## config.mk

```make
export PLATFORM = sky130hd
export DESIGN_NAME = itof_pipe
export DESIGN_NICKNAME = d
export VERILOG_FILES = /design/src/rtl/fpu_pkg.sv /design/src/rtl/lzc32.sv /design/src/rtl/itof_pipe.sv
export SDC_FILE = /design/constraint.sdc
export NUM_CORES = 1
export LEC_CHECK = 0
export BUFFER_PORTS_ARGS = -buffer_cell sky130_fd_sc_hd__buf_2
export CAP_MARGIN = 20
export CORE_ASPECT_RATIO = 0.8
export CORE_MARGIN = 2
export CORE_UTILIZATION = 60
export DETAILED_ROUTE_END_ITERATION = 16
export PLACE_DENSITY = 0.82
export SLEW_MARGIN = 20
export SYNTH_ARGS = -nofsm -noshare
export SYNTH_HDL_FRONTEND = slang
export SYNTH_SLANG_ARGS = --single-unit
```

## constraint.sdc

```tcl
create_clock -name clk -period 5.3 [get_ports clk]
set_clock_uncertainty 0.05 [all_clocks]
set_input_delay 0.265 -clock clk [delete_from_list [all_inputs] [get_ports clk]]
set_output_delay 0.265 -clock clk [all_outputs]
set_load 0.01 [all_outputs]
```

## src/rtl/fpu_pkg.sv

```systemverilog
// Shared FPU types and constants: float32 layout, exponent bias and the
// stage payloads of the int-to-float pipeline.
package fpu_pkg;

  localparam int unsigned FLOAT_BIAS    = 127;
  // Exponent of a value whose leading one sits in bit 31 of the magnitude.
  localparam int unsigned ITOF_EXP_BASE = FLOAT_BIAS + 31;

  typedef struct packed {
    logic        sign;
    logic [7:0]  exp;
    logic [22:0] frac;
  } float32_t;

  typedef struct packed {
    logic        sign;
    logic        zero;
    logic [31:0] mag;
  } itof_s1_t;

  // The hidden bit (bit 31 of the normalized magnitude) is implied, so only
  // bits 30:0 travel to the rounding stage.
  typedef struct packed {
    logic        sign;
    logic        zero;
    logic [7:0]  exp;
    logic [30:0] norm;
  } itof_s2_t;

endpackage

```

## src/rtl/lzc32.sv

```systemverilog
// Combinational 32-bit leading-zero counter. The count is 0..31 and is
// meaningless when zero_o is set.
module lzc32 (
  input  logic [31:0] data_i,
  output logic [4:0]  cnt_o,
  output logic        zero_o
);

  // Later iterations overwrite earlier ones, so the highest set bit wins.
  always_comb begin
    cnt_o = '0;
    for (int i = 0; i < 32; i++) begin
      if (data_i[i]) cnt_o = 5'(31 - i);
    end
  end

  assign zero_o = ~|data_i;

endmodule

```

## src/rtl/itof_pipe.sv

```systemverilog
// Three-stage signed int32 to IEEE-754 single converter, round-to-nearest-even,
// valid/ready on both sides. ITOF_INEXACT_EN adds the out_inexact port.
module itof_pipe
  import fpu_pkg::*;
(
  input  logic        clk,
  input  logic        rstn,
  input  logic        in_valid,
  output logic        in_ready,
  input  logic [31:0] in_data,
  output logic        out_valid,
  input  logic        out_ready,
`ifdef ITOF_INEXACT_EN
  output logic        out_inexact,
`endif
  output logic [31:0] out_data
);

  logic     s1_v_q, s2_v_q, out_valid_q;
  itof_s1_t s1_q, s1_d;
  itof_s2_t s2_q, s2_d;
  float32_t out_data_q, res_d;
  logic     inexact_d;
`ifdef ITOF_INEXACT_EN
  logic     inexact_q;
`endif

  logic s1_rdy, s2_rdy, s3_rdy;
  logic [4:0] lzc_cnt;
  logic       lzc_zero;

  // Each stage may load when it is empty or its content moves on this cycle.
  assign s3_rdy   = ~out_valid_q | out_ready;
  assign s2_rdy   = ~s2_v_q | s3_rdy;
  assign s1_rdy   = ~s1_v_q | s2_rdy;
  assign in_ready = s1_rdy;

  // S1: sign/magnitude split; -0x80000000 wraps to 0x80000000 = 2^31 unsigned.
  always_comb begin
    s1_d.sign = in_data[31];
    s1_d.mag  = in_data[31] ? 32'(-in_data) : in_data;
    s1_d.zero = (in_data == 32'd0);
  end

  lzc32 u_lzc (
    .data_i (s1_q.mag),
    .cnt_o  (lzc_cnt),
    .zero_o (lzc_zero)
  );

  // S2: normalize so the leading one lands in bit 31.
  always_comb begin
    s2_d.sign = s1_q.sign;
    s2_d.zero = s1_q.zero | lzc_zero;
    s2_d.exp  = 8'(ITOF_EXP_BASE) - {3'b000, lzc_cnt};
    s2_d.norm = 31'(s1_q.mag << lzc_cnt);
  end

  // S3: round to nearest even; a mantissa carry bumps the exponent and
  // leaves the fraction at zero.
  logic [22:0] frac_raw, frac_rnd;
  logic        guard, sticky, rnd_up, carry;
  logic [7:0]  exp_rnd;

  always_comb begin
    frac_raw            = s2_q.norm[30:8];
    guard               = s2_q.norm[7];
    sticky              = |s2_q.norm[6:0];
    rnd_up              = guard & (sticky | frac_raw[0]);
    {carry, frac_rnd}   = {1'b0, frac_raw} + {23'd0, rnd_up};
    exp_rnd             = s2_q.exp + {7'd0, carry};
    res_d               = '0;
    inexact_d           = 1'b0;
    if (!s2_q.zero) begin
      res_d.sign = s2_q.sign;
      res_d.exp  = exp_rnd;
      res_d.frac = frac_rnd;
      inexact_d  = guard | sticky;
    end
  end

  always_ff @(posedge clk or negedge rstn) begin
    if (!rstn) begin
      s1_v_q      <= 1'b0;
      s2_v_q      <= 1'b0;
      out_valid_q <= 1'b0;
      s1_q        <= '0;
      s2_q        <= '0;
      out_data_q  <= '0;
`ifdef ITOF_INEXACT_EN
      inexact_q   <= 1'b0;
`endif
    end else begin
      if (s1_rdy) begin
        s1_v_q <= in_valid;
        if (in_valid) s1_q <= s1_d;
      end
      if (s2_rdy) begin
        s2_v_q <= s1_v_q;
        if (s1_v_q) s2_q <= s2_d;
      end
      if (s3_rdy) begin
        out_valid_q <= s2_v_q;
        if (s2_v_q) begin
          out_data_q <= res_d;
`ifdef ITOF_INEXACT_EN
          inexact_q  <= inexact_d;
`endif
        end
      end
    end
  end

  assign out_valid = out_valid_q;
  assign out_data  = out_data_q;
`ifdef ITOF_INEXACT_EN
  assign out_inexact = inexact_q;
`else
  logic unused_inexact;
  assign unused_inexact = inexact_d;
`endif

endmodule

```

==> Word-level counts from Yosys, hierarchy flattened <==
Index checks and enable logic that the tools add are counted.
{ "word_totals": {"regBits": 110, "in_bits": 36} }
{ "op_classes": {"addsub": 4, "shift": 1, "mux": 34, "n_bitwise": 9, "n_reduce_logical": 7} }
{ "ops": {"columns": ["op", "n"], "rows": [
  ["2-to-1 mux 5 bit", 32],
  ["2-to-1 mux 32 bit", 2],
  ["logical NOT 32 bit", 1],
  ["negator 32 bit", 1],
  ["OR reduction 32 bit", 1],
  ["<< shifter 32 x 5 -> 31 bit", 1],
  ["adder 23 x 1 -> 24 bit", 1],
  ["adder 8 x 1 -> 8 bit", 1],
  ["subtractor 8 x 5 -> 8 bit, first input constant", 1],
  ["OR reduction 7 bit", 1],
  ["AND reduction 2 bit", 3],
  ["OR 1 bit", 5],
  ["NOT 1 bit", 3],
  ["bitwise AND 1 bit", 1],
  ["logical NOT 1 bit", 1]
]} }

==> Logic depth before layout (Yosys ltp) <==
{ "depth": {"ltp_word": 33, "mapped_depth": 12, "depth_no_buf": 12} }

==> By module <==
From an unflattened synthesis, not the netlist that was laid out.
{ "unflattened": {"hier_cells": 772, "area_unflattened_um2": 7033.0} }
{ "modules_own_cells": {"columns": ["mod", "n_inst", "cells_each", "area_per_inst_um2", "seq_area_each_um2"], "rows": [
  ["itof_pipe", 1, 703, 6652.6, 2752.6],
  ["lzc32", 1, 69, 380.4, 0.0]
]} }

==> Least setup slack after synthesis <==
OpenSTA, ideal clock, no wires.
{ "synth_path": {"path_kind": "flip-flop to flip-flop", "from": "reg s1_q[7] in the netlist's numbering", "to": "reg s2_q, in the netlist frac_raw[22]", "setup_time_ps": 126, "arrival_ps": 2625, "slack_ps": 2499, "stages_incl_launch_ff": 10, "n_path_buf": 1, "period_less_slack_ps": 2801, "cell_sequence": "dfrtp_1 buf_6 or4_4 nor4b_4 o21ai_2 nand3_2 mux2_4 a211oi_4 o21ai_1 o32a_1"} }
{ "synth_via": {"elab_chain_cells": 26} }
{ "synth_rtl": {"columns": ["element", "line", "rtl"], "rows": [
  ["start: declaration", "itof_pipe.sv:20", "itof_s1_t s1_q, s1_d;"],
  ["start signal: assignment", "itof_pipe.sv:87", "s1_q <= '0;"],
  ["start signal: assignment", "itof_pipe.sv:96", "if (in_valid) s1_q <= s1_d;"],
  ["2-to-1 mux 5 bit (25 in series)", "lzc32.sv:13", "if (data_i[i]) cnt_o = 5'(31 - i);"],
  ["<< shifter 32 x 5 -> 31 bit (*)", "itof_pipe.sv:56", "s2_d.norm = 31'(s1_q.mag << lzc_cnt);"],
  ["end signal: assignment", "itof_pipe.sv:88", "s2_q <= '0;"],
  ["end signal: assignment", "itof_pipe.sv:100", "if (s1_v_q) s2_q <= s2_d;"],
  ["end: declaration", "itof_pipe.sv:21", "itof_s2_t s2_q, s2_d;"]
]} }
Mark *: on every way between the ends. The rest lies on a longest branch, timed or not.
A chain may end at the register's enable or synchronous reset.

==> Final worst setup path <==
{ "layout_path": {"from": "reg s1_q[15] in the netlist's numbering", "to": "reg s2_q, in the netlist frac_raw[10]"} }
{ "layout_via": {"elab_chain_cells": 18} }
{ "layout_rtl": {"columns": ["element", "line"], "rows": [
  ["2-to-1 mux 5 bit (17 in series)", "lzc32.sv:13"],
  ["<< shifter 32 x 5 -> 31 bit (*)", "itof_pipe.sv:56"]
]} }
Marks and branches as above.

==> results_dict.tcl <==
set metrics [dict create \
    run_status "completed" \
    path_class "reg -> reg" \
    cts.repair.resized 0 \
    clock-sinks 110 \
    synth_area_leader_cell "dfrtp_1" \
    cts.clk_slew.worst_paths_ns 0.08 \
    slew_headroom_pct 27.9 \
    ys_types 85 \
    synth_top_area_share_pct 34.4 \
    synth-compound-area-share_pct 24.7 \
    detail-route-antenna-nets 0 \
    min_period_over_period_pct 76.4 \
    p_leak_uw 0.00357 \
    placement.cell_area_mm2 0.00829 \
    syn_area_mm2 0.00801 \
    grt.overflow.total 0 \
    io-pin-count 70 \
    floorplan.die.height_um 107 \
    fin_ws_ns 1.25 \
    maxSlewViolCount 0 \
    yosys_synthesis_warning_count 0 \
    startpoint_type "flip-flop" \
    gr-usage-met3_pct 6.50 \
    period_needed_ns 4.05 \
    layout-drive-gt1-share_pct 15.6 \
    wirelength_um 20900 \
    ys_async_sr_fraction_pct 100 \
    achievable_frequency_mhz 247 \
    hold_viol 0 \
    sw_share_pct 43.3 \
    synth.yosys.seq_area_share_pct 34.4 \
    critPathCaptureType "flip-flop" \
    cts_made_buffers 9 \
    route.detailed.vias_per_inst 6.49 \
    grt_pass1_wl_um 35700 \
    sequentialPowerShare_pct 38.3 \
    pre_cts_ws_ns 1.42 \
    routabilityCongestion 0.981 \
    detail_route.iter0.violations 894 \
    drv_cap 0 \
    grt_max_degree 67 \
    synthToLayoutAreaGrowth_pct 7.36 \
    syn-instance-count 950 \
    cts_post_setup_buffers_inserted 0 \
    worstRegToRegCells 11 \
    clk_path_buf_depth 2 \
    rows 37 \
    design.core.area_mm2 0.0130 \
    post_synth_main_area_contributors "dfrtp_1 (34%), nand2_1 (6.9%), o21ai_0 (6.2%)" \
    fp.dieW_um 133 \
    power.density_mw_per_mm2 424 \
    post_synth.cell_area_avg_um2 8.43 \
    timing_worst_slew_pin_value_ns 1.07 \
    highest_fanout_seen_on_the_critical_path 31 \
    cts_tree "done" \
    io_buffer_count 69 \
    design.die.area_mm2 0.0143 \
    route.detailed.drc 0 \
    synth.area.mux_share_pct 5.79 \
    synth-edff-count 0 \
    hold_depth 2 \
    rsz0062_at_grt "no" \
    arithmetic_cell_share_of_the_synthesized_area_counting_full_adders_half_adders_and_majority_gates_pct 0.781 \
    hold_path.class "in -> reg" \
    power_frac_comb_pct 43.1 \
    global_route_met2_usage_pct 46.3 \
    arrival_ns 4.23 \
    avgRoutedWirePerCell_um 18.4 \
    finalNetCount 1001 \
    fraction_of_the_mapped_netlist_area_in_simple_logic_gates_pct 22.4 \
    first_global_vias 6875 \
    stdcell_area_mm2 0.00860 \
    setup_total_negative_slack_ns 0 \
    num_vias 7393 \
    largest_family_of_logic_cells_by_synthesized_area "compound AO/OA/AOI/OAI gates" \
    synth_xor_xnor_area_share_pct 6.34 \
    clock_power_share_pct 18.6 \
    vdd.ir_drop.worst_v 0.000233 \
    diodes 0 \
    clockRootBuffer "clkbuf_16" \
    starting_density_pct 61.8 \
    place.detailed.hpwl_um 15100 \
    synth.net_count 991 \
    netSwitchingPower_uw 1580 \
    power_report.internal_total_uw 2070 \
    cts-htree-levels 3 \
    clock_latency_ns 0.35 \
    grt_antenna_before_repair 0 \
    aggregate_global_route_resource_usage_pct 30.9 \
    cp_data_required_time_ns 5.48 \
    global_route_track_usage_on_met1_pct 44.8 \
    timing.final.setup_violations 0 \
    synth-seq-cells 110 \
    first_pass_drt_iterations 6 \
    peak_usage_layer_in_the_global_routing_report "met2" \
    ys.flop_type "dfrtp_1" \
]
[metal layers]
layer  vias up  share of wire (%)  wire (um)
met5         -                  0          0
li1       3504                  -          -
met4         0                2.6        536
met3        44                8.6       1800
met1      3526                 45       9420
met2       319                 44       9180
[cells in the final DEF (no fill, tap or decap), types with 7 or more instances in the layout]
cell type,instances
dfrtp_1,110
o211ai_2,9
mux2_2,12
o31ai_1,21
nand3_1,38
mux2i_1,25
nor4_1,7
and3_1,18
a21oi_1,23
buf_2,68
xor2_1,48
nor3_1,13
or4_1,8
xnor2_1,10
a211oi_1,14
buf_4,12
nand2_1,147
nand4_1,27
a22oi_1,21
nor2_1,41
clkbuf_16,9
nand2b_1,11
inv_1,16
o211ai_1,15
o41ai_1,7
o21ai_0,99
[power by group through the flow]
stage,registers [uW],clock network (uW),logic (uW)
floorplan,1320,0,1150
global placement,1390,0,1500
detailed placement,1400,0,1520
CTS,1390,685,1530
global route,1440,723,1720
finish,1400,677,1570
[cell type report]
class	instances	area, um2
multi-input cells	741	4820
fillers	1113	4360
flip-flops and latches	110	2750
repair buffers	81	440
clock buffers	10	239
well taps	175	219
inverters	17	63.8
clock inverters	6	61.3
[worst paths after layout]
| path | start | end | slack, ns |
|---|---|---|---|
| worst max-delay path | s1_q[15]$_DFFE_PN0P_ | frac_raw[10]$_DFFE_PN0P_ | 1.25 |
| worst min-delay path | in_valid | s1_v_q$_DFFE_PN0N_ | 0.08 |
| worst max register to register | s1_q[15]$_DFFE_PN0P_ | frac_raw[10]$_DFFE_PN0P_ | 1.25 |
| worst min register to register | out_data[15]$_DFFE_PN0P_ | out_data[15]$_DFFE_PN0P_ | 0.43 |
| max in group asynchronous | rstn | s2_q[33]$_DFFE_PN0P_ | 3.60 |
| min in group asynchronous | rstn | s1_q[12]$_DFFE_PN0P_ | 0.44 |
[sequential cells by signal, indices dropped and copies added (netlist names)]
signal and cells:
s1_v_q 1, frac_raw 23, s2_v_q 1, out_valid 1, s1_q 34, guard 1
out_data 32, s2_q 17
[worst max-delay path: stages, from the launching register on]
cell and delay, ns:
dfrtp_1 0.53, or3_1 0.42, a221o_1 0.27, a21oi_1 0.18
o211ai_1 0.13, buf_4 0.26, inv_1 0.59, buf_4 0.39
a31oi_1 0.07, o21ai_0 0.60, nor2_1 0.14, a221o_1 0.29
[stage by stage]
step | power [uW] | hold slack [ns] | instances | util [%]
floorplan | 2470 | -0.0806 | 950 | -
global placement | 2890 | 0.296 | 1123 | 64.0
detailed placement | 2920 | 0.300 | 1123 | 64.0
CTS | 3600 | 0.0758 | 1140 | 66.4
global route | 3880 | 0.0927 | 1140 | 66.4
finish | 3640 | 0.0770 | 1140 | 66.4
[cell families after synthesis]
| group | Yosys count |
|---|---|
| mux | 42 |
| buf+inv | 99 |
| compound gates | 281 |
| flops | 110 |
| simple gates | 355 |
| xor+xnor | 58 |
| fa+ha+maj | 5 |
[what timing repair did]
action / CTS / global route
endpoints found under the hold margin: 55 / 0
setup endpoints to repair: 0 / 0
hold buffers: 1 / 0
[Yosys cell counts (all sizes together), types with 7 or more instances]
master,n
a211oi,16
a21oi,25
a22oi,21
and3,19
buf,31
clkbuf,51
dfrtp,110
inv,17
mux2,16
mux2i,26
nand2,147
nand2b,12
nand3,40
nand4,27
nor2,43
nor3,14
nor4,12
o211ai,24
o21ai,104
o31ai,21
o41ai,7
or4,9
xnor2,10
xor2,48
No activity file was read; power rests on OpenSTA's default activity.
